File: src/rtl/add_accumulator_pkg.sv
// add_acc_pkg: shared types and constants for the add_accumulator block.
//   state_t        - control FSM states
//   ACC_WIDTH      - default accumulator / adder width
//   SETTLE_DEFAULT - default number of cycles the adder is given to ripple
//   TIMER_W        - width of the settle counter
package add_acc_pkg;

  typedef enum logic [1:0] {
    IDLE    = 2'd0,
    SETTLE  = 2'd1,
    CAPTURE = 2'd2,
    HOLD    = 2'd3
  } state_t;

  localparam int ACC_WIDTH      = 16;
  localparam int SETTLE_DEFAULT = 2;
  localparam int TIMER_W        = 4;

endpackage

File: src/rtl/add_accumulator_if.sv
// add_accumulator_if: groups the board-side controls and the adder-side
// operand/result signals of the accumulator stage.
//   Run, ClearA, S      - board controls and switch operand
//   Sum_in, CO_in       - results coming back from the ripple adder
//   A_out, B_out        - operands sent to the ripple adder
//   CO_flag, Busy, Done - status back to the board
// Modports:
//   master - the environment (board controls plus the adder)
//   slave  - the accumulator stage itself
interface add_accumulator_if #(
  parameter int WIDTH = 16
);

  logic             Run;
  logic             ClearA;
  logic [WIDTH-1:0] S;
  logic [WIDTH-1:0] Sum_in;
  logic             CO_in;
  logic [WIDTH-1:0] A_out;
  logic [WIDTH-1:0] B_out;
  logic             CO_flag;
  logic             Busy;
  logic             Done;

  modport master (
    output Run, ClearA, S, Sum_in, CO_in,
    input  A_out, B_out, CO_flag, Busy, Done
  );

  modport slave (
    input  Run, ClearA, S, Sum_in, CO_in,
    output A_out, B_out, CO_flag, Busy, Done
  );

endinterface

File: src/rtl/add_accumulator_settle_timer.sv
// settle_timer: small counter that measures how long the adder operands
// have been stable.
//   clk, rst_n - clock and asynchronous active-low reset
//   clear      - forces the count to zero (has priority over enable)
//   enable     - advances the count by one
//   expired    - count has reached SETTLE_CYCLES-1
module settle_timer
  import add_acc_pkg::*;
#(
  parameter int SETTLE_CYCLES = SETTLE_DEFAULT
) (
  input  logic clk,
  input  logic rst_n,
  input  logic clear,
  input  logic enable,
  output logic expired
);

  localparam logic [TIMER_W-1:0] LAST = TIMER_W'(SETTLE_CYCLES - 1);

  logic [TIMER_W-1:0] count_q;
  logic [TIMER_W-1:0] count_d;

  always_comb begin
    count_d = count_q;
    if (clear) begin
      count_d = '0;
    end else if (enable) begin
      count_d = count_q + 1'b1;
    end
  end

  always_ff @(posedge clk or negedge rst_n) begin
    if (!rst_n) begin
      count_q <= '0;
    end else begin
      count_q <= count_d;
    end
  end

  assign expired = (count_q == LAST);

endmodule

File: src/rtl/add_accumulator.sv
// add_accumulator: sequential accumulator stage wrapped around an external
// ripple adder. The accumulator feeds adder operand A and a register loaded
// from the switches feeds operand B. After a fixed settle window the adder
// result is captured back into the accumulator. A Run press yields exactly
// one addition no matter how long Run stays high.
//   Clk     - system clock, rising edge
//   Reset_n - asynchronous active-low reset
//   bus     - slave side of add_accumulator_if (controls, operands, status)
module add_accumulator
  import add_acc_pkg::*;
#(
  parameter int WIDTH         = ACC_WIDTH,
  parameter int SETTLE_CYCLES = SETTLE_DEFAULT
) (
  input  logic               Clk,
  input  logic               Reset_n,
  add_accumulator_if.slave   bus
);

  state_t           state_q, state_d;
  logic [WIDTH-1:0] acc_q,   acc_d;
  logic [WIDTH-1:0] b_q,     b_d;
  logic             co_q,    co_d;
  logic             done_q,  done_d;

  logic timer_clear;
  logic timer_enable;
  logic timer_expired;

  // The counter is held at zero while idle, so it starts from zero on the
  // first SETTLE cycle without a separate load.
  assign timer_clear  = (state_q == IDLE);
  assign timer_enable = (state_q == SETTLE);

  settle_timer #(
    .SETTLE_CYCLES (SETTLE_CYCLES)
  ) u_settle_timer (
    .clk     (Clk),
    .rst_n   (Reset_n),
    .clear   (timer_clear),
    .enable  (timer_enable),
    .expired (timer_expired)
  );

  always_comb begin
    state_d = state_q;
    acc_d   = acc_q;
    b_d     = b_q;
    co_d    = co_q;
    done_d  = 1'b0;
    case (state_q)
      IDLE: begin
        // Clear wins over Run; a still-high Run starts the add next cycle.
        if (bus.ClearA) begin
          acc_d = '0;
          co_d  = 1'b0;
        end else if (bus.Run) begin
          b_d     = bus.S;
          state_d = SETTLE;
        end
      end
      SETTLE: begin
        if (timer_expired) begin
          state_d = CAPTURE;
        end
      end
      CAPTURE: begin
        acc_d   = bus.Sum_in;
        co_d    = bus.CO_in;
        done_d  = 1'b1;
        state_d = HOLD;
      end
      HOLD: begin
        // Wait for Run to drop so a held button cannot trigger a second add.
        if (!bus.Run) begin
          state_d = IDLE;
        end
      end
      default: begin
        state_d = IDLE;
      end
    endcase
  end

  always_ff @(posedge Clk or negedge Reset_n) begin
    if (!Reset_n) begin
      state_q <= IDLE;
      acc_q   <= '0;
      b_q     <= '0;
      co_q    <= 1'b0;
      done_q  <= 1'b0;
    end else begin
      state_q <= state_d;
      acc_q   <= acc_d;
      b_q     <= b_d;
      co_q    <= co_d;
      done_q  <= done_d;
    end
  end

  assign bus.A_out   = acc_q;
  assign bus.B_out   = b_q;
  assign bus.CO_flag = co_q;
  assign bus.Done    = done_q;
  assign bus.Busy    = (state_q == SETTLE) || (state_q == CAPTURE);

endmodule

File: src/flat_wrapper.sv
// flat-port wrapper written by rule: the top's interface ports become plain ports
module add_accumulator_flat import add_acc_pkg::*;
#(
  parameter int WIDTH         = ACC_WIDTH,
  parameter int SETTLE_CYCLES = SETTLE_DEFAULT
)
  (Clk, Reset_n, bus_Run, bus_ClearA, bus_S, bus_Sum_in, bus_CO_in, bus_A_out, bus_B_out, bus_CO_flag, bus_Busy, bus_Done);
  add_accumulator_if #(.WIDTH(WIDTH)) bus_i ();
  input  logic Clk;
  input  logic Reset_n;
  input wire logic [$bits(bus_i.Run)-1:0] bus_Run;
  input wire logic [$bits(bus_i.ClearA)-1:0] bus_ClearA;
  input wire logic [$bits(bus_i.S)-1:0] bus_S;
  input wire logic [$bits(bus_i.Sum_in)-1:0] bus_Sum_in;
  input wire logic [$bits(bus_i.CO_in)-1:0] bus_CO_in;
  output wire logic [$bits(bus_i.A_out)-1:0] bus_A_out;
  output wire logic [$bits(bus_i.B_out)-1:0] bus_B_out;
  output wire logic [$bits(bus_i.CO_flag)-1:0] bus_CO_flag;
  output wire logic [$bits(bus_i.Busy)-1:0] bus_Busy;
  output wire logic [$bits(bus_i.Done)-1:0] bus_Done;
  assign bus_i.Run = bus_Run;
  assign bus_i.ClearA = bus_ClearA;
  assign bus_i.S = bus_S;
  assign bus_i.Sum_in = bus_Sum_in;
  assign bus_i.CO_in = bus_CO_in;
  assign bus_A_out = bus_i.A_out;
  assign bus_B_out = bus_i.B_out;
  assign bus_CO_flag = bus_i.CO_flag;
  assign bus_Busy = bus_i.Busy;
  assign bus_Done = bus_i.Done;
  add_accumulator #(.WIDTH(WIDTH), .SETTLE_CYCLES(SETTLE_CYCLES)) u_core (.Clk(Clk), .Reset_n(Reset_n), .bus(bus_i));
endmodule
File: config.mk
export PLATFORM = sky130hd
export DESIGN_NAME = add_accumulator_flat
export DESIGN_NICKNAME = d
export VERILOG_FILES = /design/src/rtl/add_accumulator_pkg.sv /design/src/rtl/add_accumulator_if.sv /design/src/rtl/add_accumulator_settle_timer.sv /design/src/rtl/add_accumulator.sv /design/src/flat_wrapper.sv
export SDC_FILE = /design/constraint.sdc
export NUM_CORES = 1
export LEC_CHECK = 0
export ABC_AREA = 1
export BUFFER_PORTS_ARGS = -buffer_cell sky130_fd_sc_hd__buf_2
export CAP_MARGIN = 20
export CORE_AREA = 2 2 76 60
export CTS_CLUSTER_DIAMETER = 40
export DETAILED_ROUTE_END_ITERATION = 7
export DIE_AREA = 0 0 78 62
export GPL_TIMING_DRIVEN = 0
export PLACE_DENSITY = 0.74
export SLEW_MARGIN = 25
export SYNTH_ARGS = -nofsm -noshare
export SYNTH_HDL_FRONTEND = slang
export SYNTH_HIERARCHICAL = 1
export SYNTH_SLANG_ARGS = --single-unit
File: constraint.sdc
create_clock -name Clk -period 3 [get_ports Clk]
set_input_delay 0.3 -clock Clk [delete_from_list [all_inputs] [get_ports Clk]]
set_output_delay 0.3 -clock Clk [all_outputs]
set_load 0.05 [all_outputs]
* Word level (Yosys, flattened, before mapping) *
Index checks and enable logic that the tools add are counted.

storage, ports and cells
  register bits = 40
  output and inout port bits = 35
  logic and storage cells = 36

cells by class
  bitwise logic cells = 1
  reduce and logical (&&, ||, !) cells = 7
  eq/ne operators = 9
  multiplexer cells = 12
  add/sub/neg operators = 1

operator list
  cell                                                                   count
  16-bit case mux with 2 select lines                                    1
  16-bit two-way mux                                                     1
  2-bit inequality test, second input constant                           5
  2-bit two-way mux                                                      4
  4-bit two-way mux                                                      2
  2-bit case mux with 4 select lines                                     1
  4-bit by 1-bit adder with 4-bit output, second input constant          1
  2-bit equality test, second input constant                             2
  4-bit by 1-bit equality test with 1-bit output, second input constant  1
  4-bit AND reduction                                                    1
  2-bit nonzero test                                                     2
  3-bit AND reduction                                                    1
  2-bit by 1-bit equality test with 1-bit output, second input constant  1
  2-bit logical NOT                                                      1
  1-bit two-way mux                                                      2
  1-bit case mux with 2 select lines                                     1
  2-bit AND reduction                                                    1
  1-bit logical OR                                                       1
  1-bit NOT                                                              1

* Depth between registers and ports, before layout *
Gate-level depths: netlist of run 1.

  word-level depth = 3
  depth in mapped cells = 8

* Modules after synthesis *
Netlist of run 1, hierarchy kept.

modules (own cells, without submodules)
  module           times used  area each (sq um)  seq. area each (sq um)  cells an instance
  add_accumulator  1           1565.3             900.9                   171
  settle_timer     1           225.2              100.1                   26

* Worst setup path before layout of run 1 *
No wires, ideal clock.

  path kind = flip-flop to flip-flop
  start = register u_core.state_q[0]
  end = register u_core.b_q[10], in the netlist u_core/bus.B_out[10]
  slack = 1585 ps
  period minus slack after synthesis = 1415 ps
  stages on the path, launching flop included = 9
  data required time = 2881 ps
  setup time = 119 ps
  arrival = 1296 ps
  path through = dfrtp_1 -> inv_1 -> ha_1 -> inv_2 -> nor2_8 -> nand2_2 -> buf_6 -> nand2_1 -> nand2_1

between the ends
  cells in the longest elaborated chain, start to end = 2

RTL lines
  element                               line                   RTL
  start, declared                       add_accumulator.sv:20  state_t state_q, state_d;
  start signal, assigned                add_accumulator.sv:93  state_q <= state_d;
  2-bit logical NOT                     -
  named net u_core.timer_clear          add_accumulator.sv:26  logic timer_clear;
  3-bit AND reduction (no source line)  -
  end signal, assigned                  add_accumulator.sv:89  b_q <= '0;
  end signal, assigned                  add_accumulator.sv:95  b_q <= b_d;
  end, declared                         add_accumulator.sv:22  logic [WIDTH-1:0] b_q, b_d;

The timed path passes the listed nets, and every way through them passes these cells.
A chain may end at the register's enable or synchronous reset.

* Worst setup path in the final report of run 1 *
  start = register u_core.state_q[0]
  end = register u_core.b_q[3], in the netlist u_core/bus.B_out[3]

Same word-level chain as after synthesis.

==> flow_metrics.tcl, run 1 <==
set metrics [dict create \
    io_pins 72 \
    crit_path_end_kind "register" \
    timing.rr.start "u_core/state_q[0]" \
    setup_tns_ns 0 \
    grt_pass1_vias 1391 \
    grt_antenna_before_repair 0 \
    grt_max_degree 41 \
    p_int_w 0.001297 \
    synth-compound-area-share 0.06150 \
    vias 1578 \
    die-height_microns 62 \
    timing.max_cap.violations 0 \
    ys_seq_area_frac 0.5590 \
    die_x_microns 78 \
    nets 317 \
    crit_path_start_kind "register" \
    worstRegToRegCells 8 \
    peakVddDrop_uv 542.5 \
    skew_ns 0.005547 \
    worstSetupPathType "reg2reg" \
    drt_wl_total_microns 3954 \
    antenna_cells 0 \
    switching_share 0.5365 \
    syn-cell-area_sq_mm 0.001790 \
    p_switching_w 0.001502 \
    hold_path_class "in2async" \
    avgSynthCellArea_sq_um 9.089 \
    initial_core_util 0.4259 \
    fin_crit_sh 0.5498 \
    grt_pass1_wl_microns 6506 \
    p_clk_frac 0.117 \
    die_area_sq_mm 0.004836 \
    grt_use_total 0.1763 \
    coreArea_sq_mm 0.004204 \
    layout_common_cells "72 x buf_2, 60 x nand2_1, 40 x dfrtp_1" \
    grt_setup_unrepaired "no" \
    ys_types 22 \
    synth_top_area_frac 0.5590 \
    tightestPinTransition_ns 0.8697 \
    wl_per_cell_microns 11.95 \
    numPortBuffers 70 \
    reg2reg_to "u_core/bus.B_out[3]" \
    synth_top_family_by_area "simple AND/OR/NAND/NOR gates" \
    htreeDepth 2 \
    cp.arrival_ns 1.82 \
    period_minus_slack_ns 1.649 \
    synth_xor_area_frac 0 \
    status "complete, no violations" \
    cts_hold_buf 0 \
    drtIter0Drc 57 \
    synth_mux_area_frac 0 \
    place.gp.congestion 0.7989 \
    syn_nets 240 \
    drtAntennaViolNets 0 \
    final_common_cell "buf_2" \
    synth-seq-cells 40 \
    yosys.area.top_type "dfrtp_1" \
    cts_resized 0 \
    drc 0 \
    vias_per_cell 4.767 \
    max-slew-margin-rel 0.4202 \
    setup_violations 0 \
    worstPathRequired_ns 3.18 \
    total_leakage_power_nw 1.332 \
    syn2layout_area_growth_pct 27.88 \
    syn_inst 197 \
    rrSetupSlack_ns 1.35 \
    p_seq_frac 0.308 \
    p_comb_frac 0.574 \
    dr.pass1.iters 4 \
    holdWs_ns 0.1236 \
    yosys.area_share.simple 0.2739 \
    synth_warnings 6 \
    cts_buffers 5 \
    path_clk_slew_ns 0.07 \
    cts.path.max_buffers 2 \
    hpwl_microns 2775 \
    cts_tree "built" \
    gr-total-overflow 0 \
    synthAdderAreaFrac 0.04193 \
    rows 21 \
    drive_above_1_share 0.3431 \
    post_cts_buffers 0 \
    cts-root-buf "clkbuf_8" \
    fmax_mhz 606.3 \
    hold_viol 0 \
    clk_latency_ns 0.29 \
    crit_fanout 10 \
    clock-sinks 40 \
    synthTopCellsByArea "dfrtp_1 56%, nand2_1 13%, nand3_1 10%, ha_1 4.2%, o21ai_0 3.4%" \
    pwr_density_cell_mw_per_mm2 1222 \
    slew_violations 0 \
]
==> metal layers <==
layer / global-route usage / share of wire / up-vias
met1: 0.2364 / 0.47 / 734
li1: - / - / 790
met5: 0 / 0 / -
met3: 0.06069 / 0.070 / 2
met4: 0.04511 / 0.0033 / 0
met2: 0.2808 / 0.46 / 52
==> flip-flops by register name (all words and copies together) (netlist names) <==
name / count
u_core/bus.A_out: 16
u_core/bus.B_out: 16
u_core/u_settle_timer/count_q: 4
u_core/state_q: 2
u_core/bus.CO_flag: 1
u_core/bus.Done: 1
==> synthesized netlist by cell type <==
cell        count
buf_2           2
nand2_2         1
nor2_2          2
nand3_1        37
buf_4           3
buf_6           2
nand2_1        60
o21ai_0        12
a21oi_1         3
ha_1            6
clkbuf_1        1
clkinvlp_2      1
inv_1           8
buf_1           1
nor2_8          1
nor2_1          3
inv_2           3
nor2_4          2
clkbuf_2        1
dfrtp_1        40
o21ai_1         7
nor3b_1         1
==> kinds of logic after synthesis <==
logic type               after synthesis
adder cells (fa/ha/maj)                6
AO/OA/AOI/OAI                         22
flip-flops                            40
AND/OR/NAND/NOR                      107
buffers and inverters                 22
==> per-stage QoR <==
step           power, W  instance area (sq um)  utilization  setup WS (ns)  std cells
6_report       0.002799                   2290       0.5446          1.351        331
5_1_grt        0.003013                   2290       0.5446          1.204        331
4_1_cts        0.002827                   2290       0.5446          1.338        331
3_5_place_dp   0.002483                   2212       0.5262          1.357        324
3_3_place_gp   0.002459                   2212       0.5262          1.382        324
2_1_floorplan  0.002115                   1790            -          1.585        197
==> critical path: stages (launching register included) <==
cell and delay [ns]:
dfrtp_1 0.42, inv_1 0.10, ha_1 0.32, inv_2 0.11, nor2_8 0.16, nand2_2 0.15, buf_6 0.18, nand2_1 0.05
nand2_1 0.05
==> worst max path at each step <==
| stage | startpoint | to | slack [ns] | cells past startpoint |
|---|---|---|---|---|
| after floorplan | u_core/state_q[0] | u_core/bus.B_out[10] | 1.58 | 8 |
| after global placement | u_core/state_q[0] | u_core/bus.B_out[4] | 1.38 | 8 |
| after detailed placement | u_core/state_q[1] | u_core/bus.B_out[3] | 1.36 | 8 |
| after CTS | u_core/state_q[1] | u_core/bus.B_out[3] | 1.34 | 8 |
| after global routing | u_core/state_q[1] | u_core/bus.B_out[10] | 1.20 | 8 |
| final | u_core/state_q[0] | u_core/bus.B_out[3] | 1.35 | 8 |
==> area by class of cell <==
type | instances | area, sq um
fill | 436 | 1914
sequential | 40 | 1001
multi-input combinational | 135 | 675.6
timing repair buffer | 70 | 350.3
clock buffer | 6 | 72.57
tap | 57 | 71.32
buffer | 10 | 67.56
inverter | 12 | 46.29
clock inverter | 1 | 5.005
==> power by group through the flow <==
stage	sequential, W	combinational, W	clock [W]
final	0.000863	0.00161	0.000328
after global routing	0.000894	0.00174	0.000374
after CTS	0.000864	0.00162	0.000345
after detailed placement	0.000870	0.00161	0
after global placement	0.000869	0.00159	0
after floorplan	0.00151	0.000607	0
Power figures use the tool's default switching activity.
==> inputs of run 2 (changes only) <==
--- a/config.mk
+++ b/config.mk
@@ -5,15 +5,15 @@
 export SDC_FILE = /design/constraint.sdc
 export NUM_CORES = 1
 export LEC_CHECK = 0
-export ABC_AREA = 1
+export ABC_AREA = 0
 export BUFFER_PORTS_ARGS = -buffer_cell sky130_fd_sc_hd__buf_2
 export CAP_MARGIN = 20
-export CORE_AREA = 2 2 76 60
+export CORE_AREA = 2 2 77 61
 export CTS_CLUSTER_DIAMETER = 40
 export DETAILED_ROUTE_END_ITERATION = 7
-export DIE_AREA = 0 0 78 62
+export DIE_AREA = 0 0 79 63
 export GPL_TIMING_DRIVEN = 0
-export PLACE_DENSITY = 0.74
+export PLACE_DENSITY = 0.72
 export SLEW_MARGIN = 25
 export SYNTH_ARGS = -nofsm -noshare
 export SYNTH_HDL_FRONTEND = slang
==> constraint.sdc (replaced) <==
create_clock -name Clk -period 1.32 [get_ports Clk]
set_input_delay 0.132 -clock Clk [delete_from_list [all_inputs] [get_ports Clk]]
set_output_delay 0.132 -clock Clk [all_outputs]
set_load 0.05 [all_outputs]
==> flow_metrics.tcl, run 2 <==
set metrics [dict create \
    die_area_sq_mm 0.004977 \
    die_x_microns 79 \
    worstSetupPathType "reg2reg" \
    use_met2 0.2617 \
    grtUsageMet1 0.2213 \
    dr.pass1.iters 4 \
    slew_violations 0 \
    worstPathRequired_ns 1.50 \
    synth_top_area_frac 0.5865 \
    nets 250 \
    vias 1252 \
    cts_buffers 5 \
    grt_use_total 0.1662 \
    hold_viol 0 \
    layout_common_cells "69 x buf_2, 39 x dfrtp_1, 17 x a22o_1" \
    synth_warnings 6 \
    crit_fanout 2 \
    grt_max_degree 41 \
    drtAntennaViolNets 0 \
    ys.flop_type "dfrtp_1" \
    synth-async-reset-ratio 1.000 \
    syn_inst 110 \
    htreeDepth 2 \
    period_minus_slack_ns 1.546 \
    timing.max_cap.violations 0 \
    hold_path_class "in2reg" \
    final_common_cell "buf_2" \
    ys_seq_area_frac 0.5865 \
    grt_pass1_vias 1274 \
    path_clk_slew_ns 0.08 \
    cp.arrival_ns 1.72 \
    synth_common_cells "40 x dfrtp_1, 17 x a22o_1, 11 x mux2_4" \
    violations "negative setup slack" \
    antenna_cells 0 \
    hpwl_microns 2680 \
    cts.path.max_buffers 2 \
    drc 0 \
    ys_types 25 \
    clock-sinks 40 \
    grt_antenna_before_repair 0 \
    drt_wl_total_microns 3983 \
    fin_crit_sh 1.171 \
    syn2layout_area_growth_pct 46.19 \
    status "finished with violations" \
    setup_violations 37 \
    vias_per_cell 4.725 \
    syn_nets 153 \
    num-fill-cells 361 \
    setup_ws_ns -0.2263 \
    max-slew-margin-rel 0.6466 \
    cts-root-buf "clkbuf_8" \
    use_met3 0.04624 \
    grt_pass1_wl_microns 6320 \
    grt_setup_unrepaired "yes" \
    rows 21 \
    yosys.area.top_type "dfrtp_1" \
    regArea_sq_mm 0.001002 \
    synth.most_common_cell "dfrtp_1" \
    die-height_microns 63 \
    wl_per_cell_microns 15.03 \
    drive_above_1_share 0.6394 \
    synthTopCellsByArea "dfrtp_1 59%, mux2_4 9.7%, a22o_1 8.7%, ha_1 4.4%, mux2_2 4.0%" \
    place.gp.congestion 0.7504 \
    drtIter0Drc 42 \
    avgSynthCellArea_sq_um 15.51 \
    clk_latency_ns 0.29 \
    place_ws_ns -0.2944 \
    numPortBuffers 71 \
    io_pins 72 \
    crit_path_end_kind "register" \
    tightestPinTransition_ns 0.5301 \
    coreArea_sq_mm 0.004257 \
    crit_path_start_kind "register" \
    cts_tree "built" \
    fmax_mhz 646.7 \
    busiest_layer "met2" \
    synth_edf_count 0 \
    synth-seq-cells 40 \
    multiInputGateArea_sq_um 709.4 \
    gr-total-overflow 0 \
    initial_core_util 0.4009 \
    syn-cell-area_sq_mm 0.001707 \
    skew_ns 0.002782 \
]
run 2: layout make-up:
class                   count  share of cell area
clock inverters             3             0.01856
flip-flops and latches     40              0.4017
inverters                   4            0.006018
clock buffers               5             0.02758
well taps                  57             0.02859
plain buffers               3             0.01555
repair buffers             91              0.2177
multi-input cells          62              0.2844
run 2: path summary, 6_finish.rpt:
| kind | start | endpoint | slack (ns) | cells past startpoint |
|---|---|---|---|---|
| min reg2reg | u_core/bus.B_out[0] | u_core/bus.B_out[0] | 0.51 | 1 |
| max in group asynchronous | Reset_n | u_core/state_q[0] | 0.54 | 2 |
| max reg2reg | u_core/u_settle_timer/count_q[1] | u_core/state_q[1] | -0.23 | 6 |
| max | u_core/u_settle_timer/count_q[1] | u_core/state_q[1] | -0.23 | 6 |
| min in group asynchronous | Reset_n | u_core/bus.A_out[13] | 0.39 | 2 |
| min | bus_Sum_in[0] | u_core/bus.A_out[0] | 0.06 | 2 |
run 2: repair_timing:
| item | CTS | global route |
|---|---|---|
| setup buffers | 12 | 6 |
| setup endpoints to repair | 36 | 38 |
| hold buffers | 1 | 0 |
| hold endpoints to repair | 40 | 0 |
| pin swaps | 9 | 2 |
| gates cloned | 1 | 0 |
| gates resized for setup | 17 | 3 |
run 2: cells by family (layout without fill, tap and decap cells):
kind of cell | Yosys count | count (layout) | synth area share
AOI/OAI and AO/OA | 24 | 24 | 0.1268
muxes | 19 | 19 | 0.1562
adders and majority gates | 6 | 6 | 0.04399
xor gates and xnor gates | 1 | 1 | 0.005133
and+or+nand+nor | 12 | 12 | 0.04839
DFF | 40 | 40 | 0.5865
buffers and inverters | 8 | 106 | 0.03299
run 2: per-stage QoR:
| step | hold WS [ns] | utilization | cells | setup TNS [ns] | cell area (sq um) |
|---|---|---|---|---|---|
| after floorplan | -0.1636 | - | 110 | -2.601 | 1727 |
| after global placement | 0.2994 | 0.5059 | 238 | -6.632 | 2153 |
| after detailed placement | 0.2942 | 0.5059 | 238 | -7.216 | 2153 |
| after CTS | 0.04717 | 0.5726 | 259 | -3.871 | 2437 |
| after global routing | 0.04688 | 0.5861 | 265 | -6.722 | 2495 |
| final | 0.05582 | 0.5861 | 265 | -4.646 | 2495 |
run 2: layer usage:
layer | share of wire | routed length (microns)
met4 | 0.0078 | 31
met3 | 0.048 | 190
met5 | 0 | 0
met2 | 0.51 | 2026
met1 | 0.44 | 1735
run 2: worst max-delay path, stage by stage (launching register included):
cell	delay (ns)
dfrtp_1	0.40
inv_1	0.06
ha_1	0.15
nor3b_4	0.19
nor2b_2	0.08
a221oi_4	0.23
mux2_4	0.33
Power of run 2 is not shown: default switching activity piles up to over one toggle a cycle in this logic, so the estimate is an artifact.
